===== src/rtl/cpu_pkg.sv =====
// Shared CPU constants and writeback-source encoding used by the register-file
// write path and its debug/trace consumers.
package cpu_pkg;

    localparam int REG_DATA_W = 32;
    localparam int REG_ADDR_W = 4;
    localparam int NUM_REGS   = 16;

    typedef enum logic {
        WB_ALU = 1'b0,
        WB_MEM = 1'b1
    } wb_src_t;

endpackage


===== src/rtl/rf_write_arbiter_scoreboard.sv =====
// Pending-write scoreboard: one bit per architectural register, set on issue,
// cleared when the register file port commits the write.
module rf_scoreboard
    import cpu_pkg::*;
#(
    parameter int ADDR_W = REG_ADDR_W
) (
    input  logic                 clk,
    input  logic                 rst,
    input  logic                 set_i,
    input  logic [ADDR_W-1:0]    set_idx_i,
    input  logic                 clr_i,
    input  logic [ADDR_W-1:0]    clr_idx_i,
    output logic [2**ADDR_W-1:0] pend_o
);

    logic [2**ADDR_W-1:0] pend_q, pend_d;

    // Set is applied after clear so a newly issued producer survives a
    // same-edge commit of the older write.
    always_comb begin
        pend_d = pend_q;
        if (clr_i) pend_d[clr_idx_i] = 1'b0;
        if (set_i) pend_d[set_idx_i] = 1'b1;
        pend_d[0] = 1'b0;
    end

    always_ff @(posedge clk) begin
        if (rst) pend_q <= '0;
        else     pend_q <= pend_d;
    end

    assign pend_o = pend_q;

endmodule


===== src/rtl/rf_write_arbiter.sv =====
// Round-robin arbiter sharing the single register-file write port between the
// ALU and memory writeback paths, with a registered port drive.
module rf_write_arbiter
    import cpu_pkg::*;
#(
    parameter int DATA_W = REG_DATA_W,
    parameter int ADDR_W = REG_ADDR_W
) (
    input  logic                 clk,
    input  logic                 rst,
    input  logic                 a_valid,
    output logic                 a_ready,
    input  logic [ADDR_W-1:0]    a_wn,
    input  logic [DATA_W-1:0]    a_wd,
    input  logic                 m_valid,
    output logic                 m_ready,
    input  logic [ADDR_W-1:0]    m_wn,
    input  logic [DATA_W-1:0]    m_wd,
    input  logic                 iss_valid,
    input  logic [ADDR_W-1:0]    iss_wn,
    output logic                 rf_EnRW,
    output logic [ADDR_W-1:0]    rf_WN,
    output logic [DATA_W-1:0]    rf_WD,
    output logic                 rf_gnt_m,
    output logic [2**ADDR_W-1:0] pend_mask
);

    // rr_q = 1 means A won the last contest, so M is preferred next time.
    logic              rr_q, rr_d;
    logic              a_win, m_win, contested;
    logic              en_q, en_d;
    logic [ADDR_W-1:0] wn_q, wn_d;
    logic [DATA_W-1:0] wd_q, wd_d;
    wb_src_t           src_q, src_d;

    always_comb begin
        contested = a_valid && m_valid;
        a_win     = !rst && a_valid && (!m_valid || !rr_q);
        m_win     = !rst && m_valid && (!a_valid || rr_q);
    end

    assign a_ready = a_win;
    assign m_ready = m_win;

    always_comb begin
        rr_d  = rr_q;
        en_d  = 1'b0;
        wn_d  = wn_q;
        wd_d  = wd_q;
        src_d = src_q;
        if (contested) rr_d = !rr_q;
        if (a_win) begin
            en_d  = (a_wn != '0);
            wn_d  = a_wn;
            wd_d  = a_wd;
            src_d = WB_ALU;
        end else if (m_win) begin
            en_d  = (m_wn != '0);
            wn_d  = m_wn;
            wd_d  = m_wd;
            src_d = WB_MEM;
        end
    end

    always_ff @(posedge clk) begin
        if (rst) begin
            rr_q  <= 1'b0;
            en_q  <= 1'b0;
            wn_q  <= '0;
            wd_q  <= '0;
            src_q <= WB_ALU;
        end else begin
            rr_q  <= rr_d;
            en_q  <= en_d;
            wn_q  <= wn_d;
            wd_q  <= wd_d;
            src_q <= src_d;
        end
    end

    // Reset kills a write already sitting in the output stage before the
    // register file can commit it at the following negedge.
    assign rf_EnRW  = en_q && !rst;
    assign rf_WN    = wn_q;
    assign rf_WD    = wd_q;
    assign rf_gnt_m = (src_q == WB_MEM);

    rf_scoreboard #(
        .ADDR_W (ADDR_W)
    ) u_sb (
        .clk       (clk),
        .rst       (rst),
        .set_i     (iss_valid && (iss_wn != '0)),
        .set_idx_i (iss_wn),
        .clr_i     (rf_EnRW),
        .clr_idx_i (rf_WN),
        .pend_o    (pend_mask)
    );

endmodule


===== config.mk =====
export PLATFORM = sky130hd
export DESIGN_NAME = rf_write_arbiter
export DESIGN_NICKNAME = d
export VERILOG_FILES = /design/src/rtl/cpu_pkg.sv /design/src/rtl/rf_write_arbiter_scoreboard.sv /design/src/rtl/rf_write_arbiter.sv
export SDC_FILE = /design/constraint.sdc
export NUM_CORES = 1
export LEC_CHECK = 0
export ABC_AREA = 0
export CAP_MARGIN = 5
export CORE_UTILIZATION = 37
export DETAILED_ROUTE_END_ITERATION = 7
export PLACE_DENSITY = 0.79
export REMOVE_ABC_BUFFERS = 1
export SLEW_MARGIN = 20
export SYNTH_ARGS = -nofsm -noshare
export SYNTH_HDL_FRONTEND = slang
export SYNTH_HIERARCHICAL = 1
export SYNTH_SLANG_ARGS = --single-unit

===== constraint.sdc =====
create_clock -name clk -period 2 [get_ports clk]
set_input_delay 0.2 -clock clk [delete_from_list [all_inputs] [get_ports clk]]
set_output_delay 0.2 -clock clk [all_outputs]
set_load 0.03 [all_outputs]

# --- Word level (Yosys, flattened, before mapping) ---
# Cells that the tools add are included.
totals:
  n_memories: 0
  rom_bits: 0
  regBits: 55
  output_inout_bits: 56
  word_cells: 46
  inputBits: 81
  latchBits: 0
  mem_bits_rw: 0
op_classes:
  n_eq_ne: 0
  shift: 0
  add_sub_neg: 0
  n_mul: 0
  n_div: 0
  n_bitwise: 3
  order_cmp: 4
  reduce_logical: 20
  mux: 12
op_table:
  columns: ["cell", "n"]
  rows:
  - ["32-bit 2-to-1 mux", 2]
  - ["16-bit 2-to-1 mux", 2]
  - ["16-bit AND", 1]
  - ["16-bit NOT", 1]
  - ["16-bit bitwise OR", 1]
  - ["4-bit nonzero test", 3]
  - ["4-bit by 5-bit < comparator with 1-bit output (second input constant)", 2]
  - ["1-bit logical AND", 9]
  - ["1-bit demux with 4-bit select", 2]
  - ["4-bit by 1-bit >= comparator with 1-bit output (second input constant)", 2]
  - ["4-bit 2-to-1 mux", 2]
  - ["1-bit logical NOT", 4]
  - ["1-bit 2-to-1 mux", 4]
  - ["1-bit logical OR", 2]
  - ["2-bit nonzero test", 1]
  - ["2-bit OR reduction", 1]

# --- Longest topological paths before layout ---
logic_depth:
  depth_word: 9
  ltp_mapped: 6
  ltp_nobuf: 4

# --- Hierarchy ---
# The synthesis kept the hierarchy.
modules_own_cells:
  columns: ["module", "cells_each", "area_per_inst_um2", "instances", "seq_area_each_um2"]
  rows:
  - ["rf_write_arbiter", 150, 1755.4, 1, 780.7]
  - ["rf_scoreboard", 66, 611.8, 1, 300.3]

# --- Worst setup path after synthesis ---
# OpenSTA, ideal clock, no wires.
synth_timing:
  kind: "input to register"
  from: "input port rst"
  to: "register u_sb.pend_q[4], in the netlist u_sb/pend_o[4]"
  slack_ns: 0.085
  setup_time_ns: 0.122
  path_buffers: 2
  t_arrival_ns: 1.793
  path_stages: 6
  required_time_ns: 1.878
  path_cell_list: "buf_4 clkbuf_1 nor2b_1 or3b_1 o211ai_1 o21ai_1"
synth_between:
  elab_chain_cells: 5
synth_lines:
  columns: ["element", "line_no", "source"]
  rows:
  - ["start: declaration", "rf_write_arbiter.sv:10", "input logic rst,"]
  - ["1-bit logical NOT (*)", "rf_write_arbiter.sv:83", "assign rf_EnRW = en_q && !rst;"]
  - ["1-bit logical AND (*)", "rf_write_arbiter.sv:83", null]
  - ["net rf_EnRW", "rf_write_arbiter.sv:21", "output logic rf_EnRW,"]
  - ["16-bit 2-to-1 mux (*)", "rf_write_arbiter_scoreboard.sv:23", "if (clr_i) pend_d[clr_idx_i] = 1'b0;"]
  - ["16-bit bitwise OR (no source line)", null, null]
  - ["16-bit 2-to-1 mux (*)", "rf_write_arbiter_scoreboard.sv:24", "if (set_i) pend_d[set_idx_i] = 1'b1;"]
  - ["end signal: assignment", "rf_write_arbiter_scoreboard.sv:30", "else pend_q <= pend_d;"]
  - ["end: declaration", "rf_write_arbiter_scoreboard.sv:17", "logic [2**ADDR_W-1:0] pend_q, pend_d;"]
# Mark *: on every way through the listed nets, which the timed path passes. The rest lies on a longest branch.
# A chain may end at the register's enable or synchronous reset.

# --- Worst setup path in the final report ---
layout_timing:
  from: "register en_q"
  to: "output port rf_EnRW"
layout_between:
  elab_chain_cells: 1
layout_lines:
  columns: ["element", "line_no", "source"]
  rows:
  - ["start: declaration", "rf_write_arbiter.sv:31", "logic en_q, en_d;"]
  - ["start signal: assignment", "rf_write_arbiter.sv:74", "en_q <= en_d;"]
  - ["1-bit logical AND", "rf_write_arbiter.sv:83", null]
  - ["end: declaration", "rf_write_arbiter.sv:21", null]
# No other way between the ends.

==> results.toml <==
[status]
status = "complete, no violations"

[layout]
final_util_pct = 63.4
nets = 427
drive_gt1_share_pct = 7.20
final_cell_mix = "clkdlybuf4s50_1 (132), dfxtp_1 (54), nor4b_1 (36), a221o_1 (36), o21ai_0 (14)"
antennaDiodeCount = 0
final_cells = 422
area_growth_pct = 62.2
final_common_cell = "clkdlybuf4s50_1"
fillers = 506

[timing]
worstMarginPinSlew_ps = 994
drv_slew = 0
period_minus_slack_ps = 1830
skew_ps = 12.6
rsz0062_at_grt = "no"
finalSetupViolCount = 0
relSlewSlack_pct = 33.5
max_freq_ghz = 0.546
finalCritPeriodShare_pct = 91.5
final-hold-violation-count = 0
whs_ps = 371

[logic_synthesis]
synth.distinct_cells = 30
ys_seq_area_share_pct = 45.7
synth-async-reset-ratio_pct = 0
synth_top_area_share_pct = 45.7
synth.cell_area_mm2 = 0.00237
synth_area_per_cell_um2 = 11.0
ys_ff_latch = 54
synthFlopType = "dfxtp_1"
synth.largest_area_cell = "dfxtp_1"
ys_warn_count = 6
synth_area_leaders = "dfxtp_1 (46%), a221o_1 (15%), nor4b_1 (13%)"
synth_cells = 216
synth_edf_count = 0

[clock_network]
post_cts_buffers = 0
clock_sinks = 54
cts_tree = "built"
clock_latency_ps = 300
cts_max_path_buffers = 2
hold_buffers = 0
cts_htree_levels = 2
ctsResizeCount = 0
path_clk_slew_ps = 80
root_buffer = "clkbuf_8"
cts_buffers = 5

[power_and_ir_drop]
peakVddDrop_mv = 0.363
leakage_nw = 1.34
p_per_area_mw_per_mm2 = 671

[detailed_routing]
via_per_inst = 5.77
wirelength_mm = 7.16
drt_iter0_markers = 142
drtPass1Iterations = 4
ant_nets = 0
drc = 0
drt-wirelength-per-cell_um = 17.0
vias = 2437

[place]
dp_cells = 414
gp_congestion = 0.828
port_buffers = 135
dp_hpwl_mm = 5.20

[critical_path]
setup.worst_path.start_class = "flip-flop"
cp_data_arrival_time_ps = 1630
cp_slowest_cell = "clkdlybuf4s50_1"
crit_fanout = 5
path_cells = "nor2b_1 > clkdlybuf4s50_1"
end_kind = "primary output"
cpPeakStageDelay_ps = 740
cpLargestDelayFamily = "buffers and inverters"
crit_buf_inv = 1
criticalPathCategory = "flip-flop to primary output"
crit_required_ps = 1800

[die]
start_util_pct = 39.1
coreArea_mm2 = 0.00606
dieWidth_um = 82.0
dieArea_mm2 = 0.00672
fp.dieH_um = 82.0
num_rows = 28
ios = 137

[global_routing]
use_met2_pct = 35.3
grt_first_pass_wirelength_mm = 11.0
overflow = 0
antenna_found_initial = 0
grtUsageMet1_pct = 27.4
met3_usage_pct = 4.67
grt.total_usage_pct = 21.2
grt_pass1_vias = 2247
grt_max_degree = 37
grt-busiest-layer = "met2"

[flow_run]
maxCapViolCount = 0

[worst_hold_path]
hp-class = "input port to flip-flop"
cell families (layout without fill, tap and decap cells):
family	count (synthesis)	after routing	share of synthesized area, %
XOR/XNOR	1	1	0.370
AND/OR/NAND/NOR	62	62	20.0
buffers and inverters	24	155	7.98
AO/OA/AOI/OAI	74	74	25.8
flip-flops	54	54	45.7
other	1	1	0.158
tightest hold or removal path, cell delays in order:
cell     delay [ps]
buf_2           150
buf_4           210
a21oi_1          50
Yosys cell counts, types with 3 or more instances:
library cell and count:
a221o_1 36, buf_2 4, buf_4 3, buf_6 11
clkbuf_1 4, dfxtp_1 54, nand2_1 5, nand3_1 3
nand3b_1 4, nor2_1 4, nor4b_1 36, o211ai_1 13
o21ai_0 14, o21ai_1 3, o311ai_0 3
state kept, by name, summed over array words and instances, names as in the netlist:
signal and flops:
rf_WD 32, u_sb/pend_o 15, rf_WN 4, en_q 1
rf_gnt_m 1, rr_q 1
power breakdown:
group          total (W)  switching (W)  internal, W
sequential       0.00121      0.0000551      0.00115
combinational   0.000705       0.000338     0.000367
clock           0.000663       0.000345     0.000318
total            0.00258       0.000738      0.00184
final timing paths:
path,from,to,slack [ps],cells past startpoint
max reg2reg,en_q,u_sb/pend_o[4],550,4
max,en_q,rf_EnRW,170,2
min,rst,en_q,370,3
min reg2reg,rf_WD[3],rf_WD[3],490,1
cell type report:
cell class | instances | area, um2 | share of cell area, %
repair buffers | 145 | 1440 | 37.5
clock buffers | 7 | 96.3 | 2.51
clock inverters | 1 | 8.76 | 0.228
multi-input cells | 138 | 1110 | 28.9
inverters | 2 | 7.51 | 0.196
flip-flops and latches | 54 | 1080 | 28.2
well taps | 75 | 93.8 | 2.44
routing by layer:
layer	share of wire, %	up-vias
met5	0	-
li1	-	1142
met3	8.1	12
met1	42	1166
met4	1.2	0
met2	49	117
stage by stage:
step / setup WS [ps] / total power, W / TNS [ps] / cell area (um2)
after detailed placement: -69.5 / 0.00193 / -729 / 3730
after floorplan: -295 / 0.00153 / -10810 / 2190
final: 169 / 0.00258 / 0 / 3840
after CTS: 143 / 0.00259 / 0 / 3840
after global placement: -26.8 / 0.00192 / -310 / 3730
after global routing: 114 / 0.00269 / 0 / 3840
No activity file was read; power rests on OpenSTA's default activity.
